==> config.mk <==
export PLATFORM = sky130hd
export DESIGN_NAME = vec_mem_arbiter
export DESIGN_NICKNAME = d
export VERILOG_FILES = /design/src/rtl/vec_mem_arbiter.sv
export SDC_FILE = /design/constraint.sdc
export NUM_CORES = 1
export LEC_CHECK = 0
export BUFFER_PORTS_ARGS = -buffer_cell sky130_fd_sc_hd__buf_4
export CORE_AREA = 2 2 116 118
export DETAILED_ROUTE_END_ITERATION = 7
export DIE_AREA = 0 0 118 120
export GPL_TIMING_DRIVEN = 1
export PLACE_DENSITY = 0.87
export SLEW_MARGIN = 20
export SYNTH_ARGS = -nofsm -noshare
export SYNTH_HDL_FRONTEND = slang
export SYNTH_SLANG_ARGS = --single-unit
==> constraint.sdc <==
create_clock -name clk -period 2.2 [get_ports clk]
set_clock_uncertainty 0.1 [all_clocks]
set_input_delay 0.22 -clock clk [delete_from_list [all_inputs] [get_ports clk]]
set_output_delay 0.22 -clock clk [all_outputs]
set_load 0.01 [all_outputs]
==> src/rtl/vec_mem_arbiter.sv <==
// Three-port fixed-priority arbiter in front of one fixed-latency memory port.
// One transaction is in flight at a time: IDLE -> ACCESS -> WAIT -> RESP.
module vec_mem_arbiter #(
   parameter int unsigned ADDR_W  = 32,
   parameter int unsigned DATA_W  = 32,
   parameter int unsigned MEM_LAT = 2
) (
   input  logic              clk,
   input  logic              rst,
   input  logic [2:0]        req,
   input  logic              we_2,
   input  logic [ADDR_W-1:0] addr_1,
   input  logic [ADDR_W-1:0] addr_2,
   input  logic [ADDR_W-1:0] addr_3,
   input  logic [DATA_W-1:0] wdata_2,
   input  logic [DATA_W-1:0] wdata_3,
   output logic [2:0]        ack,
   output logic [DATA_W-1:0] rdata,
   output logic              stall,
   output logic              busy,
   output logic              mem_en,
   output logic              mem_we,
   output logic [ADDR_W-1:0] mem_addr,
   output logic [DATA_W-1:0] mem_wdata,
   input  logic [DATA_W-1:0] mem_rdata
);

   typedef enum logic [1:0] {
      IDLE,
      ACCESS,
      WAIT,
      RESP
   } state_t;

   localparam logic [3:0] LP_CNT_INIT = 4'(MEM_LAT - 1);

   state_t            r_state;
   logic [3:0]        r_cnt;
   logic [2:0]        r_winner;
   logic [2:0]        r_ack;
   logic              r_we;
   logic              r_mem_en;
   logic              r_mem_we;
   logic [ADDR_W-1:0] r_addr;
   logic [DATA_W-1:0] r_wdata;
   logic [DATA_W-1:0] r_rdata;

   logic [2:0]        w_grant;
   logic              w_we;
   logic [ADDR_W-1:0] w_addr;
   logic [DATA_W-1:0] w_wdata;

   // Oldest pipeline stage wins: port 3, then port 2, then port 1.
   always_comb begin
      w_grant = '0;
      w_we    = 1'b0;
      w_addr  = addr_1;
      w_wdata = '0;
      if (req[2]) begin
         w_grant = 3'b100;
         w_we    = 1'b1;
         w_addr  = addr_3;
         w_wdata = wdata_3;
      end else if (req[1]) begin
         w_grant = 3'b010;
         w_we    = we_2;
         w_addr  = addr_2;
         w_wdata = wdata_2;
      end else if (req[0]) begin
         w_grant = 3'b001;
      end
   end

   always_ff @(posedge clk) begin
      if (rst) begin
         r_state  <= IDLE;
         r_cnt    <= '0;
         r_winner <= '0;
         r_ack    <= '0;
         r_we     <= 1'b0;
         r_mem_en <= 1'b0;
         r_mem_we <= 1'b0;
         r_addr   <= '0;
         r_wdata  <= '0;
         r_rdata  <= '0;
      end else begin
         r_ack    <= '0;
         r_mem_en <= 1'b0;
         r_mem_we <= 1'b0;
         case (r_state)
            IDLE: begin
               if (|req) begin
                  r_winner <= w_grant;
                  r_we     <= w_we;
                  r_addr   <= w_addr;
                  r_wdata  <= w_wdata;
                  // strobes are registered so they line up exactly with ACCESS
                  r_mem_en <= 1'b1;
                  r_mem_we <= w_we;
                  r_state  <= ACCESS;
               end
            end
            ACCESS: begin
               r_cnt   <= LP_CNT_INIT;
               r_state <= WAIT;
            end
            WAIT: begin
               if (r_cnt == '0) begin
                  if (!r_we) begin
                     r_rdata <= mem_rdata;
                  end
                  r_ack   <= r_winner;
                  r_state <= RESP;
               end else begin
                  r_cnt <= r_cnt - 4'd1;
               end
            end
            RESP: begin
               r_state <= IDLE;
            end
            default: begin
               r_state <= IDLE;
            end
         endcase
      end
   end

   assign ack       = r_ack;
   assign rdata     = r_rdata;
   assign busy      = (r_state != IDLE);
   assign mem_en    = r_mem_en;
   assign mem_we    = r_mem_we;
   assign mem_addr  = r_addr;
   assign mem_wdata = r_wdata;
   assign stall     = |(req & ~r_ack);

endmodule

==> tab_implementation.tex, run 1 <==
\begin{tabular}{lr}
\hline
Metric & Value \\
\hline
\multicolumn{2}{l}{\textbf{Run status}} \\
Status & finished, final reports clean \\
\multicolumn{2}{l}{\textbf{Global route}} \\
Via count of the first global-routing pass & 5378 \\
Overall track demand over capacity in global routing & 22.21\% \\
Antenna violations before repair & 0 \\
Total overflow reported by the global router & 0 \\
Maximum number of pins on one net before global-route repair & 96 \\
First-pass GRT wire length & 25860 um \\
\multicolumn{2}{l}{\textbf{Yosys}} \\
Number of synthesized flops with an enable pin & 0 \\
Post-synth top cells & 111 x sky130\_fd\_sc\_hd\_\_dfxtp\_1, 94 x sky130\_fd\_sc\_hd\_\_o21ai\_0, 73 x sky130\_fd\_sc\_hd\_\_a21oi\_1, 46 x sky130\_fd\_sc\_hd\_\_nand2\_1, 36 x sky130\_fd\_sc\_hd\_\_clkbuf\_1 \\
Cell type with the highest aggregate area in the netlist & sky130\_fd\_sc\_hd\_\_dfxtp\_1 \\
Syn. warnings & 0 \\
Avg Synthesized Cell Area & 8.546 sq um \\
Share of the synthesized area in compound gates (AO/OA/AOI/OAI) & 26.73\% \\
Proportion of synthesized chip area in sequential cells & 41.60\% \\
Leading cell type by number of instances after synthesis & sky130\_fd\_sc\_hd\_\_dfxtp\_1 \\
Fraction of post-synthesis cell area in the top cell type by area & 41.60\% \\
Parity-gate share of the synthesized area counting xor and xnor cells & 0\% \\
Main synth FF type & sky130\_fd\_sc\_hd\_\_dfxtp\_1 \\
Post-Synth Simple-Gate Area & between 10\% and 20\% \\
Largest family of logic cells by synthesized area & compound AO/OA/AOI/OAI gates \\
Post-synthesis instance area & 5341 sq um \\
Cell variety after synth & 38 \\
Area share of fa/ha/maj cells after synthesis & 1.405\% \\
Top cells by area, synth & sky130\_fd\_sc\_hd\_\_dfxtp\_1 42\%, sky130\_fd\_sc\_hd\_\_o21ai\_0 8.8\%, sky130\_fd\_sc\_hd\_\_a21oi\_1 6.8\% \\
Proportion of synthesized area in mux cells & 6.184\% \\
Post-synthesis net count & 829 \\
Number of synthesized register bits & $\sim$110 \\
Gate Count Post-Synth & 625 \\
Proportion of register bits with asynchronous set or reset after synthesis & 0\% \\
\multicolumn{2}{l}{\textbf{Drt}} \\
Detailed-routing iteration count for the pre-antenna-repair pass & 5 \\
Via Count & between 5000 and 6000 \\
Mean routed wirelength per cell & 15.21 um \\
Number of remaining DRC errors & 0 \\
Residual antenna-violating net count after detailed routing & 0 \\
Per-cell via count in the routed design & about 5.3 \\
Iteration-0 DRC count of the detailed router & $\sim$380 \\
Post-Route WL & 16310 um \\
\multicolumn{2}{l}{\textbf{Worst setup path}} \\
R2R Setup Slk & between 300 and 400 ps \\
Depth of the most critical reg-to-reg path & 6 \\
Arrival time reported for the critical path endpoint & 1750 ps \\
Startpoint of the lowest-slack register-to-register path & r\_state[0] \\
Crit path max fanout & 32 \\
Kind of critical path & reg2out \\
Worst reg2reg path endpoint & r\_state[1] \\
Endpoint type of the worst setup path & output port \\
CP startpoint kind & register \\
Required arrival time at the worst endpoint & 1880 ps \\
\multicolumn{2}{l}{\textbf{Layout}} \\
Layout cell share with drive strength beyond 1 & between 30\% and 40\% \\
Inserted Diodes & 0 \\
Post-synthesis to final-layout area growth & 49.29\% \\
Final Net Count & 1095 \\
\multicolumn{2}{l}{\textbf{Clock network}} \\
Maximum level of the CTS H-tree & 3 \\
Setup Buffers After CTS & 0 \\
Number of buffers inserted during clock tree synthesis & 9 \\
Insertion delay to the later sink of the worst-skew pair & 330 ps \\
Post-CTS clock slew at the launch and capture registers of the worst setup and hold paths & $\sim$70 ps \\
Clock Root Buffer & sky130\_fd\_sc\_hd\_\_clkbuf\_16 \\
Number of buffers inserted for hold repair after clock tree synthesis & 0 \\
Clock Sinks & about 110 \\
CTS resizes & 0 \\
Maximum root-to-sink buffer count & 2 \\
CTS tree & yes \\
\multicolumn{2}{l}{\textbf{Timing}} \\
Actual slew at the worst max-slew pin & 551.2 ps \\
Setup TNS Final & 0 ps \\
Final number of setup-violating endpoints & 0 \\
Min Tclk post-route & 2067 ps \\
Final period util & between 90\% and 100\% \\
Final Max Tran Viols & 0 \\
Max-Slew Margin vs Limit & 63.26\% \\
Max frequency & roughly 0.48 GHz \\
Unrepaired setup endpoints after global routing & no \\
Final hold viol count & 0 \\
\multicolumn{2}{l}{\textbf{Hold path}} \\
Worst hold-check path type & in2reg \\
Worst hold path startpoint & mem\_rdata[31] \\
Cells on Worst Hold Path & 3 \\
End point of the worst hold path & rdata[31] \\
\multicolumn{2}{l}{\textbf{Placement}} \\
Sum of net half-perimeters after detailed placement & between 10000 and 15000 um \\
Total of buffers placed on input and output ports & 300 \\
GP Congestion & 0.8051 \\
\multicolumn{2}{l}{\textbf{Pwr}} \\
Reported leakage power & $\sim$3.7 nW \\
Total Power Consumption & 7.338 mW \\
Worst supply voltage drop on vdd & 0.0004449 V \\
Pwr Density & 920.2 nW/um\^{}2 \\
\multicolumn{2}{l}{\textbf{Floorplan}} \\
Die area & 14160 sq um \\
Vertical die dimension & 120 um \\
Count of standard-cell rows & 42 \\
Core region area & approximately 13000 sq um \\
Initial core utilization & between 40\% and 50\% \\
Num ports & 301 \\
Horizontal die dimension & 118 um \\
\multicolumn{2}{l}{\textbf{Job}} \\
Number of violations of the max-capacitance limit & 0 \\
\hline
\end{tabular}
## logic make-up (layout without fill, tap and decap cells)
kind of cell | after synthesis | after routing
flops | 111 | 111
buf+inv | 72 | 343
mux | 33 | 33
simple gates | 165 | 165
fa+ha+maj | 6 | 6
compound gates | 238 | 238
## registers in the layout, indices dropped and copies added (netlist names)
register,flops
mem_en,1
rdata,32
mem_addr,32
mem_we,1
r_we,1
r_winner,3
ack,3
r_cnt,4
mem_wdata,32
r_state,2
## critical path, cell delays in order (launching register included)
cell and delay (ps):
sky130_fd_sc_hd__dfxtp_1 320, sky130_fd_sc_hd__inv_1 120, sky130_fd_sc_hd__ha_1 220, sky130_fd_sc_hd__buf_4 310
sky130_fd_sc_hd__inv_2 60, sky130_fd_sc_hd__buf_4 210, sky130_fd_sc_hd__buf_4 160
## layer usage
layer | vias up | share of wire (%) | global-route usage, %
met2 | 258 | 51 | 39.53
met1 | 2546 | 39 | 25.84
met5 | - | 0 | 0
met3 | 35 | 7.1 | 4.610
li1 | 2795 | - | -
met4 | 0 | 2.9 | 9.488
## area by class of cell
class                   instances  area, sq um
repair buffers                319         2432
clock inverters                 5        57.56
fillers                      1163         5006
multi-input cells             442         2769
flip-flops and latches        111         2222
inverters                       8        30.03
clock buffers                  11        242.7
well taps                     176        220.2
## worst max path at each step
| stage | from | end | depth (start not counted) |
|---|---|---|---|
| 3_3_place_gp | r_state[0] | r_state[1] | 6 |
| 2_1_floorplan | r_state[0] | mem_wdata[25] | 7 |
| 5_1_grt | r_state[0] | busy | 6 |
| 6_report | r_state[0] | busy | 6 |
| 3_5_place_dp | r_state[0] | r_state[1] | 6 |
| 4_1_cts | r_state[0] | busy | 6 |
## placed cells by master, fill, tap and decap left out, drive strengths merged
master	instances
nand4bb	1
buf	319
nand2b	4
nand3b	7
nor4bb	1
clkinv	4
ha	6
a21o	8
nor3	5
inv	8
nor2	5
o221ai	1
o31a	1
nor4b	1
o21ba	1
and2	5
nand2	46
a211oi	1
bufinv	1
o31ai	1
a21oi	73
a22oi	26
nor2b	2
nor3b	27
a22o	32
clkbuf	11
mux2i	33
and3	26
nand3	32
nand4b	1
o21ai	94
or3b	1
dfxtp	111
and2b	1
## per-stage QoR
step	std cells	worst slack, ps	area, sq um	hold WS (ps)	util [%]
detailed placement	1056	346.6	7674	351.0	59.12
global placement	1056	410.5	7674	336.4	59.12
global route	1072	2.934	7974	38.12	61.43
CTS	1072	105.7	7974	22.75	61.43
floorplan	625	500.6	5341	267.7	-
finish	1072	132.7	7974	39.53	61.43
## report_power, final
group | switching (mW) | total [mW] | internal (mW)
registers | 0.252 | 2.69 | 2.44
logic | 1.56 | 3.01 | 1.44
clock network | 0.724 | 1.64 | 0.916
Power figures use the tool's default switching activity.
==> inputs of run 2 (changes only) <==
Settings changed: REMOVE_ABC_BUFFERS set to 1.
==> run 2 against run 1 <==
  * Fmax up 0.89%
  * Die area unchanged
  * Largest power group unchanged
  * Wire length increased by 5.8%
  * Global-route usage grew 1.5 points
  * Non-clock buffer count fell by 3
  * Largest cell class unchanged
  * First-iteration DRC count is 40% lower
==> tab_implementation.tex, run 2 (same netlist as run 1, synthesis figures left out) <==
\begin{tabular}{lr}
\hline
Metric & Value \\
\hline
\multicolumn{2}{l}{\textbf{Run status}} \\
Status & finished, final reports clean \\
\multicolumn{2}{l}{\textbf{Timing}} \\
Final period util & 93.14\% \\
Max-Slew Margin vs Limit & 50.98\% \\
Final Max Tran Viols & 0 \\
Actual slew at the worst max-slew pin & 735.3 ps \\
Unrepaired setup endpoints after global routing & no \\
Final number of setup-violating endpoints & 0 \\
Min Tclk post-route & 2049 ps \\
Max frequency & 0.4880 GHz \\
Final hold viol count & 0 \\
\multicolumn{2}{l}{\textbf{Worst setup path}} \\
Launch point of the critical path & r\_state[0] \\
Crit path max fanout & 35 \\
Kind of cell with the highest combined delay on the critical path & buffers and inverters \\
Worst reg2reg path endpoint & mem\_addr[13] \\
Cell with the largest stage delay on the worst path & sky130\_fd\_sc\_hd\_\_dfxtp\_1 \\
CP endpoint & busy \\
Required arrival time at the worst endpoint & 1880 ps \\
Number of logic stages on the critical path including buffering & 6 \\
CP bufs+invs & 5 \\
Kind of critical path & reg2out \\
Arrival time reported for the critical path endpoint & 1730 ps \\
Endpoint type of the worst setup path & output port \\
Depth of the most critical reg-to-reg path & 6 \\
Startpoint of the lowest-slack register-to-register path & r\_state[0] \\
CP startpoint kind & register \\
Ordered list of cells on the worst path & inv\_1 -> ha\_1 -> buf\_6 -> inv\_2 -> buf\_12 -> buf\_4 \\
Longest individual stage delay on the worst path & 310 ps \\
R2R Setup Slk & roughly 330 ps \\
\multicolumn{2}{l}{\textbf{Layout}} \\
Number of filler cells placed in the layout & 1122 \\
Post-synthesis to final-layout area growth & 48.63\% \\
Area occupied by registers & 2222 sq um \\
Leading cell type in the layout, fill and taps excluded & sky130\_fd\_sc\_hd\_\_buf\_4 \\
Top library cells by usage in the layout, fill and taps aside & 312 x sky130\_fd\_sc\_hd\_\_buf\_4, 111 x sky130\_fd\_sc\_hd\_\_dfxtp\_1, 94 x sky130\_fd\_sc\_hd\_\_o21ai\_0 \\
Final instance count without filler cells & 1068 \\
Inserted Diodes & 0 \\
Layout cell share with drive strength beyond 1 & 37.67\% \\
Final Net Count & roughly 1100 \\
Area occupied by multi-input gates & 2769 sq um \\
\multicolumn{2}{l}{\textbf{Global route}} \\
Total overflow reported by the global router & 0 \\
Overall track demand over capacity in global routing & approximately a quarter \\
First-pass GRT wire length & 27080 um \\
Maximum number of pins on one net before global-route repair & between 90 and 100 \\
Via count of the first global-routing pass & $\sim$5400 \\
Antenna violations before repair & 0 \\
\multicolumn{2}{l}{\textbf{Placement}} \\
Total of buffers placed on input and output ports & 300 \\
Sum of net half-perimeters after detailed placement & around 12000 um \\
Dpl cells & 1053 \\
GP Congestion & 0.8975 \\
\multicolumn{2}{l}{\textbf{Drt}} \\
Residual antenna-violating net count after detailed routing & 0 \\
Per-cell via count in the routed design & 5.426 \\
Number of remaining DRC errors & 0 \\
Iteration-0 DRC count of the detailed router & roughly 230 \\
Post-Route WL & between 15000 and 20000 um \\
Mean routed wirelength per cell & 16.16 um \\
Via Count & 5795 \\
Detailed-routing iteration count for the pre-antenna-repair pass & 4 \\
\multicolumn{2}{l}{\textbf{Clock network}} \\
Clock Sinks & 111 \\
Post-CTS clock slew at the launch and capture registers of the worst setup and hold paths & about 70 ps \\
Maximum root-to-sink buffer count & 2 \\
Insertion delay to the later sink of the worst-skew pair & 350 ps \\
Clock Root Buffer & sky130\_fd\_sc\_hd\_\_clkbuf\_16 \\
Number of buffers inserted during clock tree synthesis & 9 \\
CTS tree & yes \\
Maximum level of the CTS H-tree & 3 \\
Number of buffers inserted for hold repair after clock tree synthesis & 0 \\
Setup Buffers After CTS & 0 \\
\multicolumn{2}{l}{\textbf{Pwr}} \\
Switching Power & 2.591 mW \\
Portion of total power attributed to the clock network & between 20 and 25\% \\
Sequential cell fraction of total power & 36.8\% \\
Pwr Density & 922.4 nW/um\^{}2 \\
Reported leakage power & 3.638 nW \\
Combinational power share & about two fifths \\
Worst supply voltage drop on vdd & 0.0004025 V \\
Internal power component & 4.732 mW \\
Switching share of total power & 35.38\% \\
Total Power Consumption & $\sim$7.3 mW \\
\multicolumn{2}{l}{\textbf{Floorplan}} \\
Horizontal die dimension & 118 um \\
Initial core utilization & 41.15\% \\
Vertical die dimension & 120 um \\
Count of standard-cell rows & 42 \\
Core region area & 12980 sq um \\
Num ports & between 300 and 400 \\
Die area & around 14000 sq um \\
\multicolumn{2}{l}{\textbf{Hold path}} \\
Worst hold-check path type & in2reg \\
\multicolumn{2}{l}{\textbf{Job}} \\
Number of violations of the max-capacitance limit & 0 \\
\hline
\end{tabular}
[run 2: cell types whose count changed in the layout (fill, tap and decap cells not counted), sizes merged]
cell and delta:
buf -3, clkinv -2, bufinv -1, clkbuf +1
clkinvlp +1
[run 2: layer usage]
layer,track usage (%),wire (um),vias to the layer above
met2,40.66,8722,272
li1,-,-,2798
met3,4.658,1216,39
met4,10.92,503,0
met5,0,0,-
met1,28.56,6815,2686
[run 2: how the worst min path moves through the flow]
stage / slack (ps) / startpoint / end / cells after the start
2_1_floorplan: 190 / rst / mem_wdata[0] / 1
3_3_place_gp: 340 / r_winner[0] / ack[0] / 1
3_5_place_dp: 340 / r_winner[0] / ack[0] / 1
4_1_cts: 10 / rst / mem_wdata[10] / 2
5_1_grt: 10 / rst / mem_wdata[10] / 2
6_report: 20 / rst / mem_wdata[10] / 2
[run 2: power groups by stage]
stage          combinational, mW  sequential, mW  clock, mW
6_report                    3.04            2.69       1.59
5_1_grt                     3.30            2.75       1.71
4_1_cts                     3.04            2.69       1.62
3_5_place_dp                3.04            2.73          0
3_3_place_gp                2.99            2.72          0
2_1_floorplan               1.26            2.89          0
[run 2: layout make-up]
cell class / count / area share [%]
clock inverter: 3 / 0.2206
inverter: 8 / 0.3783
tap: 176 / 2.774
multi-input combinational: 442 / 34.88
sequential: 111 / 27.99
clock buffer: 12 / 3.357
timing repair buffer: 316 / 30.40
[run 2: metrics by stage]
| step | instance area [sq um] | util [%] | worst slack (ps) | TNS [ps] | hold WS (ps) |
|---|---|---|---|---|---|
| 5_1_grt | 7939 | 61.16 | 60.20 | 0 | 12.34 |
| 4_1_cts | 7935 | 61.13 | 68.87 | 0 | 12.48 |
| 2_1_floorplan | 5004 | - | -1632 | -61800 | 189.1 |
| 3_5_place_dp | 7651 | 58.95 | 283.8 | 0 | 342.8 |
| 6_report | 7939 | 61.16 | 150.9 | 0 | 17.92 |
| 3_3_place_gp | 7651 | 58.95 | 325.0 | 0 | 337.7 |
[run 2: repair_timing]
item | CTS | global route
gates resized for setup | 0 | 1
setup endpoints to repair | 0 | 1
hold endpoints to repair | 0 | 0
==> inputs of run 3 (changes only) <==
Settings changed: BUFFER_PORTS_ARGS -buffer_cell sky130_fd_sc_hd__buf_4 to -buffer_cell sky130_fd_sc_hd__buf_2, TNS_END_PERCENT set to 50.
==> run 3 against run 2 <==
  * Worst hold slack gained 4.8 ps
  * Critical endpoint unchanged
  * Sequential cell count did not move
  * Wire length decreased by 5.1%
  * Largest power group unchanged
  * Combinational power down 8.9%
  * Setup slack worse by 22 ps
  * Register-to-register slack got worse by 20 ps
  * Critical path type unchanged
  * Core utilization shrank 5.5 points
  * Non-clock buffer count up 3
==> tab_implementation.tex, run 3 (same netlist as run 1, synthesis figures left out) <==
\begin{tabular}{lr}
\hline
Metric & Value \\
\hline
\multicolumn{2}{l}{\textbf{Run status}} \\
Status & finished, final reports clean \\
\multicolumn{2}{l}{\textbf{Clock network}} \\
Number of buffers inserted for hold repair after clock tree synthesis & 0 \\
Clock Sinks & around 110 \\
Number of buffers inserted during clock tree synthesis & 9 \\
Post-CTS clock slew at the launch and capture registers of the worst setup and hold paths & 70 ps \\
Insertion delay to the later sink of the worst-skew pair & 340 ps \\
Maximum root-to-sink buffer count & 2 \\
Setup Buffers After CTS & 0 \\
Clock Root Buffer & sky130\_fd\_sc\_hd\_\_clkbuf\_16 \\
CTS tree & yes \\
Maximum level of the CTS H-tree & 3 \\
\multicolumn{2}{l}{\textbf{Placement}} \\
Sum of net half-perimeters after detailed placement & 11950 um \\
GP Congestion & 0.8377 \\
Dpl cells & around 1100 \\
Post-Place Worst Slack & 267.2 ps \\
Total of buffers placed on input and output ports & 300 \\
\multicolumn{2}{l}{\textbf{Drt}} \\
Mean routed wirelength per cell & 15.28 um \\
Iteration-0 DRC count of the detailed router & approximately 320 \\
Post-Route WL & 16390 um \\
Number of remaining DRC errors & 0 \\
Per-cell via count in the routed design & approximately 5.3 \\
Detailed-routing iteration count for the pre-antenna-repair pass & 4 \\
Via Count & 5678 \\
Residual antenna-violating net count after detailed routing & 0 \\
\multicolumn{2}{l}{\textbf{Timing}} \\
Unrepaired setup endpoints after global routing & no \\
Final number of setup-violating endpoints & 0 \\
Worst-case hold slack & around 23 ps \\
Max-Slew Margin vs Limit & 50.63\% \\
Final Max Tran Viols & 0 \\
Min Tclk post-route & 2071 ps \\
Final period util & 94.14\% \\
Actual slew at the worst max-slew pin & 740.5 ps \\
Setup TNS Final & 0 ps \\
Worst setup slack after layout & 128.9 ps \\
Max frequency & 0.4828 GHz \\
Final hold viol count & 0 \\
\multicolumn{2}{l}{\textbf{Global route}} \\
Antenna violations before repair & 0 \\
Overall track demand over capacity in global routing & between 20 and 25\% \\
Met1 Track Usage GR & 28.19\% \\
First-pass GRT wire length & 25800 um \\
Global-route layer with the greatest usage & met2 \\
Maximum number of pins on one net before global-route repair & 96 \\
Total overflow reported by the global router & 0 \\
Via count of the first global-routing pass & between 5000 and 6000 \\
Global routing usage on met2 & 37.97\% \\
Met3 Use GR & 5.228\% \\
\multicolumn{2}{l}{\textbf{Worst setup path}} \\
Worst reg2reg path endpoint & mem\_wdata[6] \\
Depth of the most critical reg-to-reg path & 7 \\
Endpoint type of the worst setup path & output port \\
Crit path max fanout & 32 \\
Required arrival time at the worst endpoint & 1880 ps \\
R2R Setup Slk & 310 ps \\
Cell with the largest stage delay on the worst path & sky130\_fd\_sc\_hd\_\_dfxtp\_1 \\
Kind of critical path & reg2out \\
Longest individual stage delay on the worst path & 340 ps \\
CP startpoint kind & register \\
Arrival time reported for the critical path endpoint & 1750 ps \\
Ordered list of cells on the worst path & inv\_1 -> ha\_1 -> buf\_8 -> inv\_4 -> buf\_12 -> buf\_2 \\
Startpoint of the lowest-slack register-to-register path & r\_state[0] \\
\multicolumn{2}{l}{\textbf{Layout}} \\
Number of filler cells placed in the layout & 1191 \\
Layout cell share with drive strength beyond 1 & 37.95\% \\
Post-synthesis to final-layout area growth & 35.23\% \\
Inserted Diodes & 0 \\
Leading cell type in the layout, fill and taps excluded & sky130\_fd\_sc\_hd\_\_buf\_2 \\
Top library cells by usage in the layout, fill and taps aside & 299 x sky130\_fd\_sc\_hd\_\_buf\_2, 111 x sky130\_fd\_sc\_hd\_\_dfxtp\_1, 94 x sky130\_fd\_sc\_hd\_\_o21ai\_0 \\
Final instance count without filler cells & 1072 \\
Final Net Count & 1095 \\
\multicolumn{2}{l}{\textbf{Hold path}} \\
End point of the worst hold path & rdata[31] \\
Worst hold-check path type & in2reg \\
Cells on Worst Hold Path & 3 \\
Worst hold path startpoint & mem\_rdata[31] \\
\multicolumn{2}{l}{\textbf{Floorplan}} \\
Core region area & 12980 sq um \\
Vertical die dimension & around 120 um \\
Count of standard-cell rows & 42 \\
Horizontal die dimension & 118 um \\
Initial core utilization & 41.15\% \\
Die area & 14160 sq um \\
Num ports & 301 \\
\multicolumn{2}{l}{\textbf{Pwr}} \\
Worst supply voltage drop on vdd & between 0.0004 and 0.0005 V \\
Pwr Density & 965.4 nW/um\^{}2 \\
Reported leakage power & 3.475 nW \\
\multicolumn{2}{l}{\textbf{Job}} \\
Number of violations of the max-capacitance limit & 0 \\
\hline
\end{tabular}
-- run 3: cell types whose count changed in the layout (fill, tap and decap cells not counted), sizes merged --
cell	delta
buf	+3
clkbuf	-2
clkinv	+3
-- run 3: worst max-delay path by stage --
stage                    start            end  slack [ps]  depth (start not counted)
global route        r_state[0]           busy          20                          6
finish              r_state[0]           busy         130                          6
CTS                 r_state[0]           busy          40                          6
detailed placement  r_state[0]  mem_wdata[16]         270                          7
floorplan           r_state[0]       r_cnt[1]       -1630                          5
global placement    r_state[0]  mem_wdata[14]         320                          7
-- run 3: layout make-up --
type	instances	area (sq um)	share of cell area [%]
tap	176	220.2	3.049
sequential	111	2222	30.76
clock inverter	6	36.28	0.5023
clock buffer	10	239.0	3.309
inverter	8	32.53	0.4504
timing repair buffer	319	1704	23.59
multi-input combinational	442	2769	38.33
-- run 3: routing by layer --
layer	routed length, um	vias up
met4	294	0
met2	8270	234
li1	-	2795
met1	6843	2626
met3	977	23
met5	0	-
-- run 3: critical path, delay by kind of cell (launching register included) --
family     cells  cell delay (ps)
fa+ha+maj      1              280
flops          1              340
buf+inv        5              780
-- run 3: timing repair --
item                       in CTS  in global routing
gates resized for setup         1                  3
setup endpoints to repair       1                  1
hold endpoints to repair        0                  0
pin swaps                       0                  0
-- run 3: stage by stage --
stage               power, mW  util [%]  area [sq um]
floorplan               4.154         -          5004
finish                  6.973     55.65          7223
global route            7.431     55.65          7223
global placement        5.394     53.45          6938
detailed placement      5.454     53.45          6938
CTS                     7.008     55.60          7217
-- run 3: where the power goes --
part	total [mW]	switching (mW)	internal [mW]	leakage [nW]
sequential	2.68	0.241	2.44	0.908
combinational	2.77	1.59	1.19	2.43
clock	1.52	0.731	0.794	0.138
